===== src/rtl/mem_stage_ctrl.sv =====
// MEM stage controller: runs the data-memory req/ack access for the EX/MEM slot, stalls the front
// of the pipe while it is pending, and registers the MEM/WB bundle. Optional macro MEM_TIMEOUT_EN.
module mem_stage_ctrl #(
    parameter int DATA_W = 16,
    parameter int REG_W  = 3
`ifdef MEM_TIMEOUT_EN
    ,
    parameter int TIMEOUT = 15
`endif
) (
    input  logic              clk,
    input  logic              rst,
    input  logic              in_valid,
    input  logic [DATA_W-1:0] alu_result_in,
    input  logic [DATA_W-1:0] rd2_in,
    input  logic [REG_W-1:0]  rd_in,
    input  logic              mem_to_reg_in,
    input  logic              reg_write_in,
    input  logic              mem_read_in,
    input  logic              mem_write_in,
    output logic              stall_out,
    output logic              dmem_req,
    output logic              dmem_we,
    output logic [DATA_W-1:0] dmem_addr,
    output logic [DATA_W-1:0] dmem_wdata,
    input  logic              dmem_ack,
    input  logic [DATA_W-1:0] dmem_rdata,
    output logic              wb_valid,
    output logic              wb_reg_write,
    output logic [REG_W-1:0]  wb_rd,
    output logic [DATA_W-1:0] wb_data,
    output logic              fwd_valid,
    output logic [REG_W-1:0]  fwd_rd,
    output logic [DATA_W-1:0] fwd_data,
    output logic              mem_err
);

    typedef enum logic {
        IDLE = 1'b0,
        REQ  = 1'b1
    } state_t;

    state_t state, state_nxt;

    logic             mem_op;
    logic             start_p0;
    logic             done_p1;
    logic             abort_p1;
    logic             expire;
    logic [REG_W-1:0] rd_p1;
    logic             reg_write_p1;
    logic             mem_to_reg_p1;

    assign mem_op = in_valid & (mem_read_in | mem_write_in);

`ifdef MEM_TIMEOUT_EN
    localparam int CNT_W = ($clog2(TIMEOUT + 1) > 4) ? $clog2(TIMEOUT + 1) : 4;

    logic [CNT_W-1:0] req_cnt;

    // Counts completed REQ cycles; the TIMEOUT-th REQ cycle without ack aborts.
    always_ff @(posedge clk or posedge rst) begin
        if (rst) begin
            req_cnt <= '0;
        end else if (state == REQ) begin
            req_cnt <= req_cnt + 1'b1;
        end else begin
            req_cnt <= '0;
        end
    end

    assign expire = (req_cnt == CNT_W'(TIMEOUT - 1));

    always_ff @(posedge clk or posedge rst) begin
        if (rst) begin
            mem_err <= 1'b0;
        end else begin
            mem_err <= abort_p1;
        end
    end
`else
    assign expire  = 1'b0;
    assign mem_err = 1'b0;
`endif

    always_ff @(posedge clk or posedge rst) begin
        if (rst) begin
            state <= IDLE;
        end else begin
            state <= state_nxt;
        end
    end

    // An ack in the expiry cycle completes normally rather than aborting.
    always_comb begin
        state_nxt = state;
        stall_out = 1'b0;
        start_p0  = 1'b0;
        done_p1   = 1'b0;
        abort_p1  = 1'b0;
        case (state)
            IDLE: begin
                if (mem_op) begin
                    stall_out = 1'b1;
                    start_p0  = 1'b1;
                    state_nxt = REQ;
                end
            end
            REQ: begin
                if (dmem_ack) begin
                    done_p1   = 1'b1;
                    state_nxt = IDLE;
                end else if (expire) begin
                    abort_p1  = 1'b1;
                    state_nxt = IDLE;
                end else begin
                    stall_out = 1'b1;
                end
            end
            default: state_nxt = IDLE;
        endcase
    end

    assign dmem_req  = (state == REQ);
    assign fwd_valid = in_valid & reg_write_in & ~mem_read_in & (state == IDLE);
    assign fwd_rd    = rd_in;
    assign fwd_data  = alu_result_in;

    // Stage p0 -> p1: latch the access on entry to REQ
    always_ff @(posedge clk or posedge rst) begin
        if (rst) begin
            dmem_we       <= 1'b0;
            dmem_addr     <= '0;
            dmem_wdata    <= '0;
            rd_p1         <= '0;
            reg_write_p1  <= 1'b0;
            mem_to_reg_p1 <= 1'b0;
        end else if (start_p0) begin
            dmem_we       <= mem_write_in;
            dmem_addr     <= alu_result_in;
            dmem_wdata    <= rd2_in;
            rd_p1         <= rd_in;
            reg_write_p1  <= reg_write_in;
            mem_to_reg_p1 <= mem_to_reg_in & ~mem_write_in;
        end else if (done_p1 || abort_p1) begin
            dmem_we       <= 1'b0;
        end
    end

    // Stage p1 -> MEM/WB register
    always_ff @(posedge clk or posedge rst) begin
        if (rst) begin
            wb_valid     <= 1'b0;
            wb_reg_write <= 1'b0;
            wb_rd        <= '0;
            wb_data      <= '0;
        end else if (state == IDLE) begin
            if (mem_op) begin
                wb_valid     <= 1'b0;
                wb_reg_write <= 1'b0;
            end else begin
                wb_valid     <= in_valid;
                wb_reg_write <= in_valid & reg_write_in;
                wb_rd        <= rd_in;
                wb_data      <= alu_result_in;
            end
        end else if (done_p1) begin
            wb_valid     <= 1'b1;
            wb_reg_write <= reg_write_p1;
            wb_rd        <= rd_p1;
            wb_data      <= mem_to_reg_p1 ? dmem_rdata : dmem_addr;
        end else if (abort_p1) begin
            wb_valid     <= 1'b1;
            wb_reg_write <= 1'b0;
            wb_rd        <= rd_p1;
            wb_data      <= dmem_addr;
        end else begin
            wb_valid     <= 1'b0;
            wb_reg_write <= 1'b0;
        end
    end

endmodule


===== config.mk =====
export PLATFORM = sky130hd
export DESIGN_NAME = mem_stage_ctrl
export DESIGN_NICKNAME = d
export VERILOG_FILES = /design/src/rtl/mem_stage_ctrl.sv
export SDC_FILE = /design/constraint.sdc
export NUM_CORES = 1
export LEC_CHECK = 0
export ABC_AREA = 1
export BUFFER_PORTS_ARGS = -buffer_cell sky130_fd_sc_hd__buf_2
export CELL_PAD_IN_SITES_DETAIL_PLACEMENT = 0
export CELL_PAD_IN_SITES_GLOBAL_PLACEMENT = 2
export CORE_UTILIZATION = 24
export CTS_BUF_LIST = sky130_fd_sc_hd__clkbuf_16
export CTS_CLUSTER_SIZE = 16
export DETAILED_ROUTE_END_ITERATION = 10
export HOLD_SLACK_MARGIN = 0.06
export PLACE_DENSITY_LB_ADDON = 0.1
export REMOVE_ABC_BUFFERS = 1
export SLEW_MARGIN = 10
export SYNTH_ARGS = -nofsm -noshare
export SYNTH_HDL_FRONTEND = slang
export SYNTH_SLANG_ARGS = --single-unit

===== constraint.sdc =====
create_clock -name clk -period 2 [get_ports clk]
set_input_delay 0.4 -clock clk [delete_from_list [all_inputs] [get_ports clk]]
set_output_delay 0.4 -clock clk [all_outputs]
set_load 0.01 [all_outputs]

==> out/summary.md <==
CTS placed an instance of sky130_fd_sc_hd__clkbuf_16 at the clock tree root. For the maximum achievable frequency, the log shows 0.550 GHz. For this run, the leading register cell type out of synthesis is sky130_fd_sc_hd__dfrtp_1. Setup repair after global routing left no endpoint under its margin. Yosys printed 0 warnings. For the combinational share of power, the log shows 0.257. The design draws 4.60 mW.

The initial core utilization was 0.251. The cell with the most instances after synthesis was sky130_fd_sc_hd__nand2_1. For the initial antenna violation count, the log shows 0. Across all layers, the routed design uses 2729 vias. The nature of the critical path endpoint was an output port. The number of fillers in the final layout came out at 1291.

Subtracting the final worst setup slack from the clock period gives 1.82 ns. For this block, the initial DRC count from the detailed router was 140. The analysis attributes to net switching a power of 1.44 mW.

The layout-stage area growth over the synthesis result came out at 35.0%. The number of setup violations in the final report is 0, and the count of unresolved DRC violations after routing is 0. Row generation in the floorplan step produced 39 rows. For the worst setup path, the data required time is 1.60 ns.

The total routing usage reported by global routing was 0.147; the total die area was 0.0126 sq mm. The post-synthesis register bit count was 60. For the worst slack at placement, the log shows 0.497 ns.

The leakage power total came out at 2.34 nW. Cell accounting for the most synthesized area: sky130_fd_sc_hd__dfrtp_1. The total overflow left after global routing is 0. The category of the critical setup timing path is reg2out. The fraction of power spent switching nets works out to 0.314. The via count of the first global-routing pass is 2684, and the final antenna diode count is 0.

The clock arrives with 0.00496 ns of skew. The core region is 0.0117 sq mm. The final hold violation count is 0, and the share of flip-flops with an asynchronous set or reset after synthesis is 1.00. The fraction of power consumed by sequential logic was 0.359.

The part of the cycle the worst path needs was 0.908. The number of cells on the worst reg-to-reg path is 5. The run gives 0 as the final count of pins violating max slew.

The flow ran to the end, and the final reports show no timing, DRC or antenna violations. The width of the die was 112 um. The post-synth design cell area was 0.00293 sq mm; the via-per-instance ratio was 4.16.

For the sequential element share of the synthesized area, the log shows 0.513. For the maximum resistive drop on vdd, the log shows 0.000308 V. Routability-driven placement finished with a final weighted congestion of 0.716.

Worst-case clock buffer depth: 2. In this run, synthesis inferred 0 flip-flops with an integrated enable. TritonCTS built the clock tree. After layout, the worst setup slack is 0.183 ns. Worst-case headroom to the max-slew limit: 0.620.

The tools report the final wirelength as 8.59 mm. STA classifies the critical path startpoint as a flop. The CTS sink count is 60, and the largest stage delay on the critical path is 0.39 ns.

For the worst setup path, the data arrival time is 1.42 ns. Actual transition at the worst max-transition pin: 0.569 ns. The signal on the critical path passes through inv_2, nand2_2, nor3_1, buf_2. Yosys attributes the largest share of cell area to sky130_fd_sc_hd__dfrtp_1 (51%), sky130_fd_sc_hd__nand2_1 (25%), sky130_fd_sc_hd__buf_4 (5.6%).

Power spread over the standard cell area amounts to 1160 mW/mm^2. Pin placement for this block handled 136 I/O pins. The HPWL after detailed placement was 5.95 mm; the layout cell share with drive strength beyond 1 was 0.324. The count of nets left with antenna violations once routing finished came out at 0. In this run, post-CTS hold repair placed 0 buffers.

Once the clock tree was built, the setup fixing pass inserted 0 buffers. The tools report the count of mapped cells out of synthesis as 391. The critical-path maximum fanout is 12. The slowest cell on the critical path was sky130_fd_sc_hd__dfrtp_1.

Cell internal power was estimated by the tool at 3.16 mW. Clock power share: 0.384. The path class of the tightest hold or removal check is in2async. Share of Yosys cell area claimed by the top area cell type: 0.513. After synthesis, the most frequently instantiated cells are sky130_fd_sc_hd__nand2_1 (195), sky130_fd_sc_hd__dfrtp_1 (60), sky130_fd_sc_hd__inv_1 (41), sky130_fd_sc_hd__buf_4 (22), sky130_fd_sc_hd__o21ai_0 (21). Entering global routing, the biggest net connects 33 pins. The later pin in the worst-skew pair is clocked with a latency of 0.32 ns.

The tools report the total number of nets in the final design as 567. Die outline height: 112 um. In this run the mean area of a mapped cell was 7.48 sq um. After clock tree synthesis, the clock-pin slew on the worst setup and hold paths is 0.05 ns. CTS built an H-tree with a depth of 3. The first global-routing pass estimated 14.0 mm of wire. The number of clock buffers added by TritonCTS is 9. The number of different library cells used by synthesis comes to 17. Dividing the detail-routed wire length by the instance count gives 13.1 um. The number of instances resized during post-cts repair is 0. Total of max-cap violations: 0. The first TritonRoute pass finished after 4 iterations. The count of buffers added on input and output ports is 134.
[layout make-up]
class	count	area, sq um	share of cell area
sequential	60	1500	0.380
multi-input combinational	250	1020	0.259
timing repair buffer	143	751	0.190
clock buffer	9	225	0.0570
tap	143	179	0.0453
inverter	44	165	0.0418
clock inverter	7	106	0.0269
[worst max-delay path: cells and delay by family, from the launching register on]
family                 cells  cell delay (ns)
and+or+nand+nor            2             0.33
buffers and inverters      2             0.37
DFF                        1             0.39
[state kept, by name, indices dropped and copies added (netlist names)]
| name | count |
|---|---|
| dmem_addr | 16 |
| dmem_wdata | 16 |
| wb_data | 16 |
| rd_p1 | 3 |
| wb_rd | 3 |
| dmem_req | 1 |
| dmem_we | 1 |
| mem_to_reg_p1 | 1 |
| reg_write_p1 | 1 |
| wb_reg_write | 1 |
| wb_valid | 1 |
[cells in the final DEF (no fill, tap or decap), drive strengths merged]
cell    count
nand2     197
buf       143
dfrtp      60
inv        45
o21ai      27
nand3      18
clkbuf      9
nor2        5
bufinv      3
clkinv      3
nor3        1
a21oi       1
conb        1
[power groups by stage]
stage	sequential, mW	combinational [mW]	clock (mW)
final	1.65	1.18	1.77
after floorplan	1.81	0.480	0
after global routing	1.69	1.36	1.86
after CTS	1.66	1.22	1.81
after global placement	1.68	1.21	0
after detailed placement	1.67	1.22	0
[path summary, 6_finish.rpt]
kind	from	to	slack, ns
hold reg to reg	wb_data[9]$_DFFE_PP0P_	wb_data[9]$_DFFE_PP0P_	0.47
setup / recovery	dmem_req$_DFF_PP0_	fwd_valid	0.18
max in group asynchronous	rst	dmem_addr[9]$_DFFE_PP0P_	1.28
setup reg to reg	dmem_req$_DFF_PP0_	dmem_addr[7]$_DFFE_PP0P_	0.55
min in group clk	rd2_in[5]	dmem_wdata[5]$_DFFE_PP0P_	0.27
hold / removal	rst	dmem_wdata[0]$_DFFE_PP0P_	0.14
[through the flow]
stage                     TNS [ns]   util  hold slack, ns  area (sq um)  instances
after CTS                        0  0.339           0.165          3950        656
after global placement           0  0.310           0.460          3620        640
after floorplan            -0.0112      -           0.449          2690        354
final                            0  0.339           0.136          3950        656
after global routing             0  0.339           0.198          3950        656
after detailed placement         0  0.310           0.461          3620        640
[routing by layer]
| metal | global-route usage | wire length (um) | vias to the layer above | part of all wire |
|---|---|---|---|---|
| met5 | 0 | 0 | - | 0 |
| met4 | 0.0631 | 94 | 0 | 0.011 |
| met3 | 0.0292 | 441 | 8 | 0.051 |
| met2 | 0.232 | 3900 | 94 | 0.45 |
| met1 | 0.196 | 4150 | 1240 | 0.48 |
| li1 | - | - | 1387 | - |
[logic make-up (layout without fill, tap and decap cells)]
| logic type | Yosys count | in the layout | synth area share |
|---|---|---|---|
| other cells | 1 | 1 | 0.00128 |
| flops | 60 | 60 | 0.513 |
| buf+inv | 81 | 203 | 0.138 |
| simple gates | 221 | 221 | 0.300 |
| compound gates | 28 | 28 | 0.0479 |
No activity file was read; power rests on OpenSTA's default activity.
